[src/rtl/layer3_pkg.sv]
`default_nettype none
// +--------------------------------------------------------------------------+
// | layer3_pkg: state encoding and weight-port word counts for the layer-3   |
// | stage (one conv block followed by five identity blocks).                 |
// | Revision: 1.0                                                            |
// +--------------------------------------------------------------------------+
package layer3_pkg;

  localparam int NUM_PORTS   = 19;
  localparam int COUNT_WIDTH = 24;

  typedef logic [1:0] state_t;
  localparam state_t ST_IDLE = 2'd0;
  localparam state_t ST_LOAD = 2'd1;
  localparam state_t ST_RUN  = 2'd2;

  function automatic logic [COUNT_WIDTH-1:0] conv_words(input int k, input int cin, input int cout);
    return COUNT_WIDTH'(k * k * cin * cout);
  endfunction

  localparam logic [COUNT_WIDTH-1:0] CB_W1 = conv_words(1, 512, 256);
  localparam logic [COUNT_WIDTH-1:0] CB_W2 = conv_words(3, 256, 256);
  localparam logic [COUNT_WIDTH-1:0] CB_W3 = conv_words(1, 256, 1024);
  localparam logic [COUNT_WIDTH-1:0] CB_SC = conv_words(1, 512, 1024);
  localparam logic [COUNT_WIDTH-1:0] ID_W1 = conv_words(1, 1024, 256);
  localparam logic [COUNT_WIDTH-1:0] ID_W2 = conv_words(3, 256, 256);
  localparam logic [COUNT_WIDTH-1:0] ID_W3 = conv_words(1, 256, 1024);

  // Port 1 occupies the least-significant slice; port 19 the most significant.
  localparam logic [NUM_PORTS*COUNT_WIDTH-1:0] WEIGHT_COUNTS =
    {{5{ID_W3, ID_W2, ID_W1}}, CB_SC, CB_W3, CB_W2, CB_W1};

endpackage
`default_nettype wire

[src/rtl/layer3_port_counter.sv]
`default_nettype none
// +--------------------------------------------------------------------------+
// | layer3_port_counter: tracks the current weight port and its word count,  |
// | flagging the last word of a port and the last port of the stage.         |
// | Revision: 1.0                                                            |
// +--------------------------------------------------------------------------+
module layer3_port_counter #(
  parameter int NUM_PORTS   = layer3_pkg::NUM_PORTS,
  parameter int COUNT_WIDTH = layer3_pkg::COUNT_WIDTH,
  parameter logic [NUM_PORTS*COUNT_WIDTH-1:0] WEIGHT_COUNTS = layer3_pkg::WEIGHT_COUNTS,
  parameter int SEL_W       = 5
) (
  input  logic             clk,
  input  logic             reset,
  input  logic             clear_i,
  input  logic             adv_i,
  output logic [SEL_W-1:0] sel_o,
  output logic             last_word_o,
  output logic             last_port_o
);
  import layer3_pkg::*;

  logic [COUNT_WIDTH-1:0] wcnt_q, wcnt_d;
  logic [COUNT_WIDTH-1:0] port_count;
  logic [SEL_W-1:0]       sel_q, sel_d;

  always_comb begin
    port_count = '0;
    for (int k = 0; k < NUM_PORTS; k++) begin
      if (sel_q == SEL_W'(k)) port_count = WEIGHT_COUNTS[k*COUNT_WIDTH +: COUNT_WIDTH];
    end
  end

  assign last_word_o = (wcnt_q == port_count - COUNT_WIDTH'(1));
  assign last_port_o = (sel_q == SEL_W'(NUM_PORTS - 1));
  assign sel_o       = sel_q;

  always_comb begin
    wcnt_d = wcnt_q;
    sel_d  = sel_q;
    if (clear_i) begin
      wcnt_d = '0;
      sel_d  = '0;
    end else if (adv_i) begin
      if (last_word_o) begin
        wcnt_d = '0;
        // Parking at 0 after the final port keeps the lookup index in range.
        sel_d  = last_port_o ? '0 : sel_q + SEL_W'(1);
      end else begin
        wcnt_d = wcnt_q + COUNT_WIDTH'(1);
      end
    end
  end

  always_ff @(posedge clk) begin
    if (reset) begin
      wcnt_q <= '0;
      sel_q  <= '0;
    end else begin
      wcnt_q <= wcnt_d;
      sel_q  <= sel_d;
    end
  end

endmodule
`default_nettype wire

[src/rtl/layer3_weight_sequencer.sv]
`default_nettype none
// +--------------------------------------------------------------------------+
// | layer3_weight_sequencer: steers a serial weight stream to the 19 layer-3 |
// | weight ports, then passes exactly one frame of pixels.                   |
// | Revision: 1.0                                                            |
// +--------------------------------------------------------------------------+
module layer3_weight_sequencer #(
  parameter int DATA_WIDTH   = 32,
  parameter int IMAGE_WIDTH  = 64,
  parameter int IMAGE_HEIGHT = 64,
  parameter int NUM_PORTS    = layer3_pkg::NUM_PORTS,
  parameter int COUNT_WIDTH  = layer3_pkg::COUNT_WIDTH,
  parameter logic [NUM_PORTS*COUNT_WIDTH-1:0] WEIGHT_COUNTS = layer3_pkg::WEIGHT_COUNTS
) (
  input  logic                  clk,
  input  logic                  reset,
  input  logic                  start,
  input  logic                  valid_weight_in,
  input  logic [DATA_WIDTH-1:0] weight_in,
  input  logic                  valid_in,
  input  logic [DATA_WIDTH-1:0] pxl_in,
  output logic [DATA_WIDTH-1:0] weight_out,
  output logic [NUM_PORTS-1:0]  valid_weight_out,
  output logic                  valid_out,
  output logic [DATA_WIDTH-1:0] pxl_out,
  output logic                  busy,
  output logic                  load_done,
  output logic                  frame_done
);
  import layer3_pkg::*;

  localparam int FRAME_PIXELS = IMAGE_WIDTH * IMAGE_HEIGHT;
  localparam int PCNT_W       = (FRAME_PIXELS > 1) ? $clog2(FRAME_PIXELS) : 1;
  localparam int SEL_W        = (NUM_PORTS > 1) ? $clog2(NUM_PORTS) : 1;
  localparam logic [NUM_PORTS-1:0] ONE_HOT_0 = {{(NUM_PORTS-1){1'b0}}, 1'b1};

  state_t                state_q, state_d;
  logic [PCNT_W-1:0]     pcnt_q, pcnt_d;
  logic [DATA_WIDTH-1:0] weight_out_q, weight_out_d;
  logic [DATA_WIDTH-1:0] pxl_out_q, pxl_out_d;
  logic [NUM_PORTS-1:0]  vwo_q, vwo_d;
  logic                  valid_out_q, valid_out_d;
  logic                  busy_q, busy_d;
  logic                  load_done_q, load_done_d;
  logic                  frame_done_q, frame_done_d;

  logic [SEL_W-1:0]      sel;
  logic                  last_word, last_port;
  logic                  cnt_clear, cnt_adv;

  layer3_port_counter #(
    .NUM_PORTS     (NUM_PORTS),
    .COUNT_WIDTH   (COUNT_WIDTH),
    .WEIGHT_COUNTS (WEIGHT_COUNTS),
    .SEL_W         (SEL_W)
  ) u_port_counter (
    .clk         (clk),
    .reset       (reset),
    .clear_i     (cnt_clear),
    .adv_i       (cnt_adv),
    .sel_o       (sel),
    .last_word_o (last_word),
    .last_port_o (last_port)
  );

  always_comb begin
    state_d      = state_q;
    pcnt_d       = pcnt_q;
    weight_out_d = weight_out_q;
    pxl_out_d    = pxl_out_q;
    vwo_d        = '0;
    valid_out_d  = 1'b0;
    load_done_d  = 1'b0;
    frame_done_d = 1'b0;
    cnt_clear    = 1'b0;
    cnt_adv      = 1'b0;
    case (state_q)
      ST_IDLE: begin
        if (start) begin
          cnt_clear = 1'b1;
          state_d   = ST_LOAD;
        end
      end
      ST_LOAD: begin
        if (valid_weight_in) begin
          cnt_adv      = 1'b1;
          weight_out_d = weight_in;
          vwo_d        = ONE_HOT_0 << sel;
          if (last_word && last_port) begin
            load_done_d = 1'b1;
            state_d     = ST_RUN;
          end
        end
      end
      ST_RUN: begin
        if (valid_in) begin
          valid_out_d = 1'b1;
          pxl_out_d   = pxl_in;
          if (pcnt_q == PCNT_W'(FRAME_PIXELS - 1)) begin
            frame_done_d = 1'b1;
            pcnt_d       = '0;
            state_d      = ST_IDLE;
          end else begin
            pcnt_d = pcnt_q + PCNT_W'(1);
          end
        end
      end
      default: state_d = ST_IDLE;
    endcase
    // Hold busy through the frame_done cycle so it drops right after it.
    busy_d = (state_d != ST_IDLE) || frame_done_d;
  end

  always_ff @(posedge clk) begin
    if (reset) begin
      state_q      <= ST_IDLE;
      pcnt_q       <= '0;
      weight_out_q <= '0;
      pxl_out_q    <= '0;
      vwo_q        <= '0;
      valid_out_q  <= 1'b0;
      busy_q       <= 1'b0;
      load_done_q  <= 1'b0;
      frame_done_q <= 1'b0;
    end else begin
      state_q      <= state_d;
      pcnt_q       <= pcnt_d;
      weight_out_q <= weight_out_d;
      pxl_out_q    <= pxl_out_d;
      vwo_q        <= vwo_d;
      valid_out_q  <= valid_out_d;
      busy_q       <= busy_d;
      load_done_q  <= load_done_d;
      frame_done_q <= frame_done_d;
    end
  end

  assign weight_out       = weight_out_q;
  assign valid_weight_out = vwo_q;
  assign valid_out        = valid_out_q;
  assign pxl_out          = pxl_out_q;
  assign busy             = busy_q;
  assign load_done        = load_done_q;
  assign frame_done       = frame_done_q;

endmodule
`default_nettype wire

[config.mk]
export PLATFORM = sky130hd
export DESIGN_NAME = layer3_weight_sequencer
export DESIGN_NICKNAME = d
export VERILOG_FILES = /design/src/rtl/layer3_pkg.sv /design/src/rtl/layer3_port_counter.sv /design/src/rtl/layer3_weight_sequencer.sv
export SDC_FILE = /design/constraint.sdc
export NUM_CORES = 1
export LEC_CHECK = 0
export ABC_AREA = 1
export CORE_MARGIN = 1
export CORE_UTILIZATION = 49
export CTS_BUF_LIST = sky130_fd_sc_hd__clkbuf_8
export CTS_CLUSTER_SIZE = 30
export DETAILED_ROUTE_END_ITERATION = 10
export HOLD_SLACK_MARGIN = 0.06
export PLACE_DENSITY = 0.88
export SETUP_SLACK_MARGIN = 0.4
export SKIP_CTS_REPAIR_TIMING = 1
export SLEW_MARGIN = 0
export SYNTH_ARGS = -nofsm -noshare
export SYNTH_HDL_FRONTEND = slang
export SYNTH_SLANG_ARGS = --single-unit
[constraint.sdc]
create_clock -name clk -period 3.4 [get_ports clk]
set_clock_uncertainty 0.05 [all_clocks]
set_input_delay 0.34 -clock clk [delete_from_list [all_inputs] [get_ports clk]]
set_output_delay 0.34 -clock clk [all_outputs]
set_load 0.1 [all_outputs]
==> impl_metrics.yaml <==
outcome:
  status: "completed"
synthesis:
  yosys_warnings: 0
  synth-simple-area-share: 0.311
  yosys_register_bits: 130
  syn_avg_cell_area_sq_um: 7.38
  synthDistinctLibCells: 41
  syn_nets: 823
  synth-main-ff-cell: "dfxtp_1"
  syn_area_sq_um: 5490
  synthArstFlopShare: 0
  synthMuxAreaShare: 0
  netlist_instances: 744
  synthAdderAreaFrac: 0.0228
  synth-seq-area-share: 0.474
  synth_compound_area_frac: 0.0914
  synth_top_family_by_area: "simple AND/OR/NAND/NOR gates"
  synth_edf_count: 0
  synth-xor-area-share: 0.0287
power_and_ir_drop:
  leakagePower_nw: 2.97
  seqPwrFrac: 0.477
  p_int_mw: 2.43
  ir_worst_vdd_mv: 0.288
  power_density_nw_per_um2: 416
  p_sw_frac: 0.250
  pwr-share-clk: 0.421
  switchingPower_uw: 811
  p_comb_frac: 0.102
grt:
  met1_usage: 0.281
  grt_use_met3: 0.0950
  grt-ovfl-total: 0
  antenna_found_initial: 0
  grt_pass1_wl_mm: 22.1
  busiest_layer: "met2"
  grt_pass1_vias: 4924
  groute.layer.met2.usage: 0.385
  grt_max_degree: 74
  grtUsageTotal: 0.243
timing:
  relSlewSlack: 0.313
  report.final.setup_viol: 0
  fmax_ghz: 0.320
  rsz0062_at_grt: "yes"
  timing.final.crit_share: 0.918
  period_minus_slack_ns: 3.12
  hold_slack_ns: 0.224
  slew_viol_final: 0
  hold_viol: 0
  tightestPinTransition_ns: 1.03
floorplan:
  dieHeight_microns: 108
  pin_count: 156
  die-area_sq_um: 11600
  core-area_sq_um: 10900
  std_cell_rows: 38
  start_util: 0.504
  die_w_microns: 108
layout:
  drive_above_1_share: 0.115
  fin_util: 0.717
  multi_input_area_sq_um: 2590
  fin_cells: 1068
  diodes: 0
  final_nets: 994
  design_area_sq_um: 7800
  nFillCells: 762
  syn_to_final_growth_pct: 42.2
  regArea_sq_um: 2610
clock_network:
  cts_sinks: 130
  htreeDepth: 4
  root_buffer: "clkbuf_8"
  clk_latency_ns: 0.45
  cts_tree: "built"
  path_clk_slew_ns: 0.07
  clockBufferDepth: 2
  cts_buffers: 17
worst_setup_path:
  cp_max_fo: 6
  critical_path_class: "register to register"
  crit_required_ns: 3.68
  start_kind: "register"
  endpoint_kind: "register"
  worstRegToRegCells: 21
  cp_data_arrival_time_ns: 3.40
detailed_routing:
  dr.pass1.iters: 7
  viasPerCell: 5.12
  ant_nets: 0
  drc: 0
  wl_per_cell_microns: 13.5
  wl_mm: 14.4
  vias: 5471
  drt-initial-drc-count: 283
min_path:
  hold_path_depth: 4
  hold_path_class: "input port to register"
flow_run:
  max_cap_viol_count: 0
place:
  gp_congestion: 0.913
  dp.cells: 1019
  port_buffers: 155
  post-dp-hpwl_mm: 9.46
  postPlaceCellArea_sq_um: 7140
==> power by group through the flow <==
stage	Clock [mW]	Sequential, mW	Combinational [mW]
finish	1.36	1.55	0.330
CTS	1.39	1.55	0.314
floorplan	0	1.70	0.0655
global placement	0	1.58	0.311
detailed placement	0	1.58	0.313
global route	1.45	1.55	0.347
==> path summary, 6_finish.rpt <==
path,end,slack [ns],start
min reg2reg,pxl_out[3]$_SDFFE_PP0P_,0.42,pxl_out[3]$_SDFFE_PP0P_
min,state_q[1]$_SDFF_PP0_,0.22,reset
max,u_port_counter.sel_o[2]$_SDFFE_PP0P_,0.28,u_port_counter.sel_o[1]$_SDFFE_PP0P_
max reg2reg,u_port_counter.sel_o[2]$_SDFFE_PP0P_,0.28,u_port_counter.sel_o[1]$_SDFFE_PP0P_
==> per-layer routing <==
| layer | up-vias | wire length [microns] |
|---|---|---|
| met5 | - | 0 |
| met2 | 238 | 6880 |
| met3 | 43 | 1210 |
| met4 | 0 | 422 |
| li1 | 2712 | - |
| met1 | 2478 | 5880 |
==> per-stage QoR <==
step | worst slack (ns) | TNS (ns) | power, mW
5_1_grt | 0.0750 | 0 | 3.35
2_1_floorplan | 0.465 | 0 | 1.77
3_5_place_dp | 0.0249 | 0 | 1.90
3_3_place_gp | 0.229 | 0 | 1.89
4_1_cts | -0.0175 | -0.0366 | 3.25
6_report | 0.280 | 0 | 3.24
==> synthesized netlist by cell type, types with 2 or more instances <==
library cell / number / area (sq um)
nand2_1: 221 / 830
dfxtp_1: 130 / 2600
a21oi_1: 74 / 370
nor2_1: 69 / 259
inv_1: 67 / 251
nand3_1: 36 / 180
nor3_1: 22 / 110
clkbuf_1: 20 / 75.1
xor2_1: 13 / 114
nand4_1: 12 / 75.1
nor2_2: 11 / 68.8
ha_1: 10 / 125
nand2_2: 5 / 31.3
xnor2_1: 5 / 43.8
inv_2: 4 / 15.0
nor3b_1: 4 / 30.0
nor4_1: 4 / 25.0
o21ai_0: 4 / 20.0
buf_1: 3 / 11.3
nor2_4: 3 / 33.8
o211ai_1: 3 / 22.5
or2_2: 3 / 18.8
a22oi_1: 2 / 15.0
a31oi_1: 2 / 12.5
==> logic make-up after synthesis <==
group,after synthesis
compound gates,93
xor+xnor,18
fa+ha+maj,10
buf+inv,99
flops,130
simple gates,394
==> area by class of cell <==
class                      count  area share
sequential                   130       0.335
multi-input combinational    516       0.332
timing repair buffer         177       0.221
inverter                      73      0.0367
clock buffer                  20      0.0353
tap                          140      0.0224
clock inverter                12      0.0180
==> placed cells by master, fill, tap and decap left out, drive strengths merged, types with 5 or more instances in the layout <==
cell	instances
nand2	228
clkdlybuf4s50	154
dfxtp	130
nor2	83
inv	75
a21oi	74
nand3	37
nor3	23
buf	23
clkbuf	20
xor2	13
nand4	12
ha	10
o21ai	6
xnor2	5
clkinv	5
==> critical path: stages (launching register included) <==
cell     delay (ns)
dfxtp_4        0.38
inv_4          0.05
ha_4           0.16
inv_4          0.07
nor2_4         0.05
buf_4          0.14
nand2_1        0.06
nand3_1        0.10
a21oi_2        0.16
nand2_1        0.10
nor2_1         0.15
inv_1          0.09
ha_4           0.28
xor2_2         0.19
nand3_1        0.10
nor2_1         0.11
nand3_1        0.12
nor2_4         0.14
nand3_4        0.16
nand2_8        0.15
buf_4          0.13
a22oi_1        0.05
==> sequential cells by signal, indices dropped and copies added (netlist names) <==
register               flops
weight_out                32
state_q                    2
valid_out                  1
load_done                  1
pxl_out                   32
valid_weight_out          19
u_port_counter.wcnt_q     24
frame_done                 1
pcnt_q                    12
u_port_counter.sel_o       5
busy                       1
Power figures use the tool's default switching activity.
